$ cat config.mk
export PLATFORM = sky130hd
export DESIGN_NAME = midi_event_decoder
export DESIGN_NICKNAME = d
export VERILOG_FILES = /design/src/rtl/midi_event_decoder.sv
export SDC_FILE = /design/constraint.sdc
export NUM_CORES = 1
export LEC_CHECK = 0
export ABC_CLOCK_PERIOD_IN_PS = 4200
export BUFFER_PORTS_ARGS = -buffer_cell sky130_fd_sc_hd__buf_4
export CORE_ASPECT_RATIO = 1.1
export CORE_MARGIN = 2
export CORE_UTILIZATION = 30
export CTS_CLUSTER_DIAMETER = 40
export DETAILED_ROUTE_END_ITERATION = 8
export GPL_ROUTABILITY_DRIVEN = 0
export PLACE_DENSITY_LB_ADDON = 0.08
export SLEW_MARGIN = 0
export SYNTH_ARGS = -nofsm -noshare
export SYNTH_HDL_FRONTEND = slang
export SYNTH_SLANG_ARGS = --single-unit
$ cat constraint.sdc
create_clock -name clk_50m -period 4.2 [get_ports clk_50m]
set_clock_uncertainty 0.2 [all_clocks]
set_input_delay 0.42 -clock clk_50m [delete_from_list [all_inputs] [get_ports clk_50m]]
set_output_delay 0.42 -clock clk_50m [all_outputs]
set_load 0.05 [all_outputs]
$ cat src/rtl/midi_event_decoder.sv
// MIDI byte-stream decoder: running status, channel filter, note/CC/program/pitch-bend
// events, SysEx and system-common skipping, realtime pass-through.
module midi_event_decoder #(
  parameter bit         OMNI          = 1'b1,
  parameter logic [3:0] LISTEN_CH     = 4'd0,
  parameter bit         NOTE_OFF_VEL0 = 1'b1
) (
  input  logic        clk_50m,
  input  logic        rst_n,
  input  logic        byte_valid,
  input  logic [7:0]  byte_data,
  output logic        ev_valid,
  output logic        ev_on,
  output logic [6:0]  ev_note,
  output logic [6:0]  ev_vel,
  output logic        cc_valid,
  output logic [6:0]  cc_num,
  output logic [6:0]  cc_val,
  output logic        pc_valid,
  output logic [6:0]  pc_num,
  output logic        pb_valid,
  output logic [13:0] pb_val,
  output logic [3:0]  out_chan,
  output logic        rt_valid,
  output logic [7:0]  rt_byte
);

  typedef enum logic [2:0] {
    ST_IDLE, ST_D1, ST_D2, ST_SYSEX, ST_SKIP1, ST_SKIP2
  } state_t;

  state_t     state, state_nx;
  logic [7:0] run_stat, run_nx;
  logic [6:0] d1, d1_nx;
  logic       done;

  logic is_rt, is_sys, is_chan, one_byte, chan_ok, emit;

  assign is_rt    = (byte_data >= 8'hF8);
  assign is_sys   = (byte_data[7:3] == 5'b11110);
  assign is_chan  = byte_data[7] && (byte_data[7:4] != 4'hF);
  // Cx (program change) and Dx (channel pressure) carry a single data byte
  assign one_byte = (run_stat[7:5] == 3'b110);
  assign chan_ok  = OMNI || (run_stat[3:0] == LISTEN_CH);
  assign emit     = done && chan_ok;

  always_ff @(posedge clk_50m) begin
    if (!rst_n) begin
      state    <= ST_IDLE;
      run_stat <= 8'h00;
    end else begin
      state    <= state_nx;
      run_stat <= run_nx;
    end
  end

  // The first data byte is only meaningful after an ST_D1 capture, so it needs no reset
  always_ff @(posedge clk_50m) begin
    d1 <= d1_nx;
  end

  always_comb begin
    state_nx = state;
    run_nx   = run_stat;
    d1_nx    = d1;
    done     = 1'b0;
    if (byte_valid && !is_rt) begin
      if (is_chan) begin
        run_nx   = byte_data;
        state_nx = ST_D1;
      end else if (is_sys) begin
        run_nx = 8'h00;
        unique case (byte_data[2:0])
          3'd0:       state_nx = ST_SYSEX;
          3'd1, 3'd3: state_nx = ST_SKIP1;
          3'd2:       state_nx = ST_SKIP2;
          default:    state_nx = ST_IDLE;
        endcase
      end else begin
        unique case (state)
          ST_D1: begin
            d1_nx = byte_data[6:0];
            if (one_byte) done = 1'b1;
            else          state_nx = ST_D2;
          end
          ST_D2: begin
            done     = 1'b1;
            state_nx = ST_D1;
          end
          ST_SKIP1: state_nx = ST_IDLE;
          ST_SKIP2: state_nx = ST_SKIP1;
          default:  state_nx = state;
        endcase
      end
    end
  end

  // Output stage: pulses one cycle after the completing byte; fields hold between pulses
  always_ff @(posedge clk_50m) begin
    if (!rst_n) begin
      ev_valid <= 1'b0;
      ev_on    <= 1'b0;
      ev_note  <= 7'd0;
      ev_vel   <= 7'd0;
      cc_valid <= 1'b0;
      cc_num   <= 7'd0;
      cc_val   <= 7'd0;
      pc_valid <= 1'b0;
      pc_num   <= 7'd0;
      pb_valid <= 1'b0;
      pb_val   <= 14'd0;
      out_chan <= 4'd0;
      rt_valid <= 1'b0;
      rt_byte  <= 8'd0;
    end else begin
      ev_valid <= 1'b0;
      cc_valid <= 1'b0;
      pc_valid <= 1'b0;
      pb_valid <= 1'b0;
      rt_valid <= 1'b0;
      if (byte_valid && is_rt) begin
        rt_valid <= 1'b1;
        rt_byte  <= byte_data;
      end
      if (emit) begin
        unique case (run_stat[7:4])
          4'h8: begin
            ev_valid <= 1'b1;
            ev_on    <= 1'b0;
            ev_note  <= d1;
            ev_vel   <= byte_data[6:0];
            out_chan <= run_stat[3:0];
          end
          4'h9: begin
            ev_valid <= 1'b1;
            ev_on    <= (byte_data[6:0] != 7'd0) || !NOTE_OFF_VEL0;
            ev_note  <= d1;
            ev_vel   <= byte_data[6:0];
            out_chan <= run_stat[3:0];
          end
          4'hB: begin
            cc_valid <= 1'b1;
            cc_num   <= d1;
            cc_val   <= byte_data[6:0];
            out_chan <= run_stat[3:0];
          end
          4'hC: begin
            pc_valid <= 1'b1;
            pc_num   <= byte_data[6:0];
            out_chan <= run_stat[3:0];
          end
          4'hE: begin
            pb_valid <= 1'b1;
            pb_val   <= {byte_data[6:0], d1};
            out_chan <= run_stat[3:0];
          end
          default: ;
        endcase
      end
    end
  end

endmodule
==> impl_summary.md, run 1 <==
Clocking
The library cell used as clock root buffer is sky130_fd_sc_hd__clkbuf_16. The clock-pin slew on the worst setup and hold paths is around 0.06 ns. TritonCTS built the clock tree. For this design, the sink count on the clock tree is 85. The total setup buffers inserted after CTS is 0. Counting along the longest clock path gives a buffer depth of 2. The quantity of gates resized following cts is 0. The H-tree level count is 3.

The worst-skew pair later-pin latency is between 0.3 and 0.4 ns. The number of buffers added by the clock tree synthesis step is 9. The hold buffer count at CTS is 0.

Timing
The portion of the clock cycle consumed by the worst path in the final layout is 0.534. The number of hold violations in the final report is 0. Based on the critical path, the design can be clocked at up to between 0.4 and 0.5 GHz. The count of final setup violators is 0. The setup TNS is 0 ns. In this run the tightest slew margin relative to its limit is 0.348.

The post-route minimum period is approximately 2.2 ns. The number of pins exceeding their max-slew limit in the final report was 0. Setup repair after global routing left no endpoint under its margin.

The actual transition at the worst max-transition pin is between 0.9 and 1 ns.

Detailed routing
In the routed design, unresolved DRC markers number 0. The number of nets still failing antenna checks after routing is 0. The violation count after the first detailed-routing iteration is 91.

The routed wire length is between 8000 and 9000 um. After detailed routing, the number of vias per cell comes to about 4.7. The first detailed-routing pass ran for 4 iterations. Summing over every cut layer, the via total after detailed routing is approximately 2600. After detailed routing, the average wire length per cell comes to 14.7 um.

Power and ir drop
Power spread over the standard cell area amounts to 402 nW/um^2. The overall power is 1680 uW. The leakage power summed over all cells is between 0.0015 and 0.002 uW. VDD sags by at most 190 uV.

Synth
The average instance in the mapped netlist occupies approximately 9.6 um^2. In the synthesized netlist, the cells that appear most often are sky130_fd_sc_hd__nand2_1, sky130_fd_sc_hd__dfxtp_1, sky130_fd_sc_hd__mux2i_1, sky130_fd_sc_hd__nor2_1, sky130_fd_sc_hd__a21oi_1. The cell accounting for the most synthesized area is sky130_fd_sc_hd__dfxtp_1. After technology mapping, the gate count stands at 336. The number of synthesized register bits is 85. The most frequently used cell type in the post-synthesis netlist is sky130_fd_sc_hd__nand2_1. The share of the synthesized area in the top cell type is 0.485. By area the synthesized netlist is led by sky130_fd_sc_hd__dfxtp_1, sky130_fd_sc_hd__mux2i_1, sky130_fd_sc_hd__nand2_1. The number of nets in the synthesized netlist is 347. For this run, the number of Yosys warnings is 0. In the synthesized netlist the dominant register cell turns out to be sky130_fd_sc_hd__dfxtp_1. The share of the yosys chip area belonging to registers is 0.550.

The number of distinct standard cells referenced by the synthesized netlist is 40. The synthesized cell area is around 3200 um^2. The number of enable-type register cells in the synthesized netlist is 7. The share of async-settable or async-resettable flops after synthesis is 0.

Critical path
Along the worst path, the maximum fanout reaches 7. The path depth of the worst reg2reg path is 2. The capture instance of the worst register-to-register path is d1[5].

The number of buffers and inverters on the critical path is 0. The delay of the slowest critical-path stage is roughly 0.82 ns. The kind of cell adding the most delay to the critical path is simple AND/OR/NAND/NOR gates. The type of element launching the critical path is a flop. At the worst endpoint, the required time is 3.95 ns. The slowest cell on the critical path is sky130_fd_sc_hd__nor3b_1. The worst setup path is of the reg2reg kind. The slack of the worst reg-to-reg path is 1.96 ns.

The worst setup path is captured at a flop. Traced cell by cell, the critical path runs through or3b_2, nor3b_1. The start of the worst register-to-register path is state[2]. The arrival time of data at the critical path endpoint is ~2.0 ns.

Floorplan
In this run the core area contains 39 standard-cell rows. The die extent in x is 103 um. The die covers ~12000 um^2. The number of primary I/O pins is just under 80.

The core footprint is 10400 um^2. The die is roughly 110 um tall. The initial standard-cell utilization of the core is 0.308.

Global route
The first global-routing pass estimated about 13000 um of wire. For met3 alone, demand over resource in global routing was 0.0349. For met1 alone, demand over resource in global routing was 0.191. The leftover overflow at the end of global routing is 0.

The met2 track utilization from global routing is 0.232. The number of antenna violations at the first check in global routing was 0. The largest net degree at the start of global routing is 62. The number of global-route vias before repair is approximately 2500.

The aggregate global-route resource usage is 0.145. The most used routing layer is met2.

Final layout
The layout cell share with drive strength beyond 1 is 0.248. The share of the core filled with cells is 0.400. The number of nets in the layout is between 400 and 500. The final antenna diode count is 0.

The area overhead of the layout relative to synthesis is 29.8%.

Outcome
The flow ran to the end, and the final reports show no timing, DRC or antenna violations.

Flow run
Across the run, the number of max-cap violations was 0.

Min path
The startpoint identified for the worst hold timing path is byte_data[1]. The worst hold path terminates at d1[1]. The worst hold path depth is 1. The class of the tightest hold or removal check is in2reg.

Placement
Port buffering added 77 buffers. Once detailed placement completed, the half-perimeter wirelength came to roughly 5400 um.
## registers in the layout, summed over array words and instances, names as in the netlist
signal    flops
cc_num        7
pb_valid      1
ev_vel        7
rt_byte       8
ev_valid      1
pc_num        7
d1            7
ev_on         1
state         3
ev_note       7
cc_valid      1
pb_val       14
run_stat      8
rt_valid      1
pc_valid      1
cc_val        7
out_chan      4
## through the flow
| step | instance area (um^2) | worst slack (ns) | hold slack (ns) | instances |
|---|---|---|---|---|
| finish | 4180 | 1.96 | 0.151 | 550 |
| global route | 4180 | 1.77 | 0.140 | 550 |
| CTS | 4180 | 1.94 | 0.141 | 550 |
| detailed placement | 3880 | 1.73 | 0.244 | 534 |
| global placement | 3880 | 1.78 | 0.243 | 534 |
| floorplan | 3220 | 1.94 | 0.238 | 336 |
## per-layer routing
| metal | wire (um) | vias up | share of wire |
|---|---|---|---|
| met1 | 3860 | 1227 | 0.48 |
| met5 | 0 | - | 0 |
| li1 | - | 1280 | - |
| met3 | 280 | 8 | 0.035 |
| met4 | 95 | 0 | 0.012 |
| met2 | 3860 | 48 | 0.48 |
## kinds of logic (layout without fill, tap and decap cells)
group           after synthesis  count (layout)  synth area share
simple gates                145             145             0.209
compound gates               38              38            0.0746
buf+inv                      26              97            0.0361
mux                          42              42             0.131
flops                        85              85             0.550
## cell type report
type | count | area, um^2
fillers | 1107 | 6260
flip-flops and latches | 85 | 1770
multi-input cells | 225 | 1330
repair buffers | 79 | 593
clock buffers | 11 | 253
well taps | 143 | 179
clock inverters | 5 | 42.5
inverters | 2 | 7.51
## placed cells by master, fill, tap and decap left out, types with 3 or more instances in the layout
cell and instances:
sky130_fd_sc_hd__mux2i_1 42, sky130_fd_sc_hd__buf_4 79, sky130_fd_sc_hd__a21oi_1 20, sky130_fd_sc_hd__nor2_1 27, sky130_fd_sc_hd__nand3_1 4, sky130_fd_sc_hd__nand2_1 89, sky130_fd_sc_hd__clkbuf_16 9, sky130_fd_sc_hd__clkinv_4 3
sky130_fd_sc_hd__a22oi_1 8, sky130_fd_sc_hd__edfxtp_1 7, sky130_fd_sc_hd__or4_1 3, sky130_fd_sc_hd__dfxtp_1 78
## how the worst max path moves through the flow
stage | start | end | slack, ns | cells past startpoint
floorplan | byte_valid | d1[0] | 1.94 | 3
global placement | byte_data[7] | d1[0] | 1.78 | 3
detailed placement | byte_data[7] | d1[0] | 1.73 | 3
CTS | state[2] | d1[5] | 1.94 | 2
global route | state[2] | d1[5] | 1.77 | 2
finish | state[2] | d1[5] | 1.96 | 2
## report_power, final
group          switching (uW)  internal (uW)  leakage, uW
sequential               10.3            825     0.000693
clock                     327            438     0.000142
combinational            53.7           24.4      0.00102
total                     391           1290      0.00185
Power figures use the tool's default switching activity.
==> run 2, diff against run 1 <==
--- a/config.mk
+++ b/config.mk
@@ -5,7 +5,7 @@
 export SDC_FILE = /design/constraint.sdc
 export NUM_CORES = 1
 export LEC_CHECK = 0
-export ABC_CLOCK_PERIOD_IN_PS = 4200
+export ABC_CLOCK_PERIOD_IN_PS = 2050
 export BUFFER_PORTS_ARGS = -buffer_cell sky130_fd_sc_hd__buf_4
 export CORE_ASPECT_RATIO = 1.1
 export CORE_MARGIN = 2
==> constraint.sdc (replaced) <==
create_clock -name clk_50m -period 2.05 [get_ports clk_50m]
set_clock_uncertainty 0.2 [all_clocks]
set_input_delay 0.205 -clock clk_50m [delete_from_list [all_inputs] [get_ports clk_50m]]
set_output_delay 0.205 -clock clk_50m [all_outputs]
set_load 0.05 [all_outputs]
==> run 2 against run 1 <==
  * Register-to-register slack lost 1.8 ns
  * Final cell count grew 4.4%
  * Die area is the same
  * Count of clock-buffer cells in the layout shrank 1
  * Largest power group unchanged
  * Cell area grew 4.5%
  * Wire length grew 4.7%
  * Combinational power grew to 2.6 times the previous value
  * Hold slack lost 0.15 ns
  * Global-route usage grew 0.57 points
==> impl_summary.md, run 2 (synthesized netlist as in run 1, its figures left out) <==
Power and ir drop
The leakage power summed over all cells is between 0.0015 and 0.002 uW. For this design the ratio of total power to cell area is 781 nW/um^2. The maximum resistive drop on vdd is approximately 350 uV. The overall power is 3410 uW.

Detailed routing
The routed layout has 2700 vias. The violation count after the first detailed-routing iteration is 87. The final routed wire length divided by cell count is roughly 15 um. After detailed routing, the number of vias per cell comes to 4.70. The first detailed-routing pass ran for 4 iterations. The number of nets still failing antenna checks after routing is 0. After detailed routing, the number of remaining DRC violations is 0. The final layout contains routed wiring with a total length of about 8500 um.

Floorplan
Pin placement for this block handled slightly below 80 I/O pins. The core footprint is ~10000 um^2. The die height is about 110 um. In this run the horizontal extent of the chip is 103 um. The floorplan step defined a die boundary enclosing roughly 12000 um^2. The initial standard-cell utilization of the core is 0.308. The floorplan has 39 rows.

Critical path
The worst register-to-register path ends at pc_num[5]. The delay of the slowest critical-path stage is between 0.5 and 0.6 ns. The slowest cell on the critical path is sky130_fd_sc_hd__dlygate4sd3_1. The highest fanout seen on the critical path is 8. The worst register-to-register path begins at state[0]. The required time of the critical path is between 2 and 2.5 ns. Walking the worst path, the cells encountered are dlygate4sd3_1, buf_4, or4_4, or4_1, nand3_1, a21oi_1.

The kind of critical path is in2reg. The total buffers and inverters traversed by the critical path is 2. The worst register-to-register path has a setup slack of 0.14 ns.

The arrival time of data at the critical path endpoint is 2.00 ns. STA classifies the critical path endpoint as a flop. Broken down by cell family, the worst path's largest delay share belongs to simple AND/OR/NAND/NOR gates. The path depth of the worst reg2reg path is 5. STA classifies the critical path startpoint as an input pin.

Timing
The post-route minimum period is 1.99 ns. The number of pins exceeding their max-slew limit in the final report is 0. The count of final setup violators is 0. The number of hold violations in the final report is 0.

The worst path meets setup with approximately 0.06 ns of slack. The actual transition at the worst max-transition pin is approximately 0.37 ns. In the finished design, the share of the clock period the worst path needs comes to 0.970. The relative slew slack is 0.751.

Derived from the worst setup path, the maximum achievable clock frequency is 0.503 GHz. Setup repair after global routing could not meet its margin everywhere.

Placement
Buffers placed on the I/O ports in this run total 77. The cell count after placement is 550. Before CTS, the worst setup slack after placement is approximately 0.12 ns. In this run the cell area measured after placement is ~4000 um^2. The placed wire-length estimate is 5800 um.

Outcome
The flow ran to the end, and the final reports show no timing, DRC or antenna violations.

Final layout
In the final layout, the registers with the most flip-flops are pb_val (14), rt_byte (8), run_stat (8). The number of flip-flops under the largest register name is 14. The post-layout instance count excluding filler cells is roughly 570.

The area taken by flip-flops and latches is between 1500 and 2000 um^2. At the end of the flow, the number of nets in the layout was 437. The combined area of the multi-input logic cells is between 1000 and 1500 um^2. The final antenna diode count is 0. Compared with the post-synthesis result, the final layout area differs by 35.5%.

In the layout the commonest cells are sky130_fd_sc_hd__buf_4, sky130_fd_sc_hd__nand2_1, sky130_fd_sc_hd__dfxtp_1, sky130_fd_sc_hd__mux2i_1, sky130_fd_sc_hd__nor2_1. In the final layout, the share of cells above drive strength 1 is 0.281. The library cell used most frequently in the layout, excluding fill and tap cells, is sky130_fd_sc_hd__buf_4. The register ranked first by flip-flop count is pb_val. Fill cells in the final layout number 1113.

The final instance area is 4370 um^2.

Min path
The end of the worst hold path is d1[3]. In this run the worst hold path is classified as in2reg. Counting instances, the worst hold path has a depth of 1. The worst hold path begins at byte_data[3].

Clocking
The clock passes through at most 2 buffers. In this run, CTS created clock tree buffers numbering 9. TritonCTS built the clock tree. The clock-pin slew on the worst setup and hold paths is 0.07 ns.

The worst-skew pair later-pin latency is between 0.3 and 0.4 ns. The library cell used as clock root buffer is sky130_fd_sc_hd__clkbuf_16. The TritonCTS sink count is 85. The H-tree level count is 3.

Flow run
Across the run, the number of max-cap violations was 0.

Global route
The number of antenna violations at the first check in global routing is 0. Entering global routing, the biggest net connects 32 pins. The leftover overflow at the end of global routing is 0. The first global-routing pass estimated approximately 13000 um of wire. The number of global-route vias before repair came to about 2700. The aggregate global-route resource usage is 0.151.
run 2: cell count changes in the layout (fill, tap and decap cells not counted), sizes merged:
cell / delta
clkinv: -1
buf: +19
clkbuf: -1
inv: +2
dlygate4sd3: +5
run 2: metal layers:
metal / up-vias / wire [um] / global-route usage
met5: - / 0 / 0
met4: 0 / 107 / 0.0500
met3: 9 / 397 / 0.0392
met2: 66 / 4140 / 0.247
met1: 1300 / 3840 / 0.192
li1: 1325 / - / -
run 2: per-stage QoR:
stage	TNS, ns	utilization	hold slack (ns)
2_1_floorplan	0	-	0.104
3_3_place_gp	0	0.383	0.243
3_5_place_dp	0	0.383	0.247
4_1_cts	0	0.414	0.000905
5_1_grt	-0.0215	0.418	0.00144
6_report	0	0.418	0.00453
run 2: cell type report:
cell class                 count  share of cell area
inverter                       2             0.00172
clock buffer                  10              0.0525
multi-input combinational    225               0.307
clock inverter                 6              0.0103
tap                          143              0.0410
timing repair buffer         103               0.182
sequential                    85               0.406
run 2: power breakdown:
group          leakage [uW]  internal, uW  switching (uW)
logic               0.00114          74.5             126
registers          0.000693          1690            14.2
clock network      0.000134           830             676
run 2: how the worst max path moves through the flow:
stage	startpoint	end	slack, ns	depth (start not counted)
after detailed placement	byte_data[7]	pc_num[0]	0.12	6
final	byte_data[2]	ev_on	0.06	6
after global routing	byte_valid	pc_num[6]	-0.02	7
after CTS	byte_data[2]	ev_on	0.02	6
after floorplan	byte_valid	d1[0]	0.001	3
after global placement	byte_data[7]	pc_num[0]	0.14	6
run 2: what timing repair did:
item / 4_1_cts / 5_1_grt
setup endpoints to repair: 0 / 8
gates resized for setup: 0 / 4
hold buffers: 5 / 0
buffers inserted: 0 / 3
endpoints found under the hold margin: 8 / 0
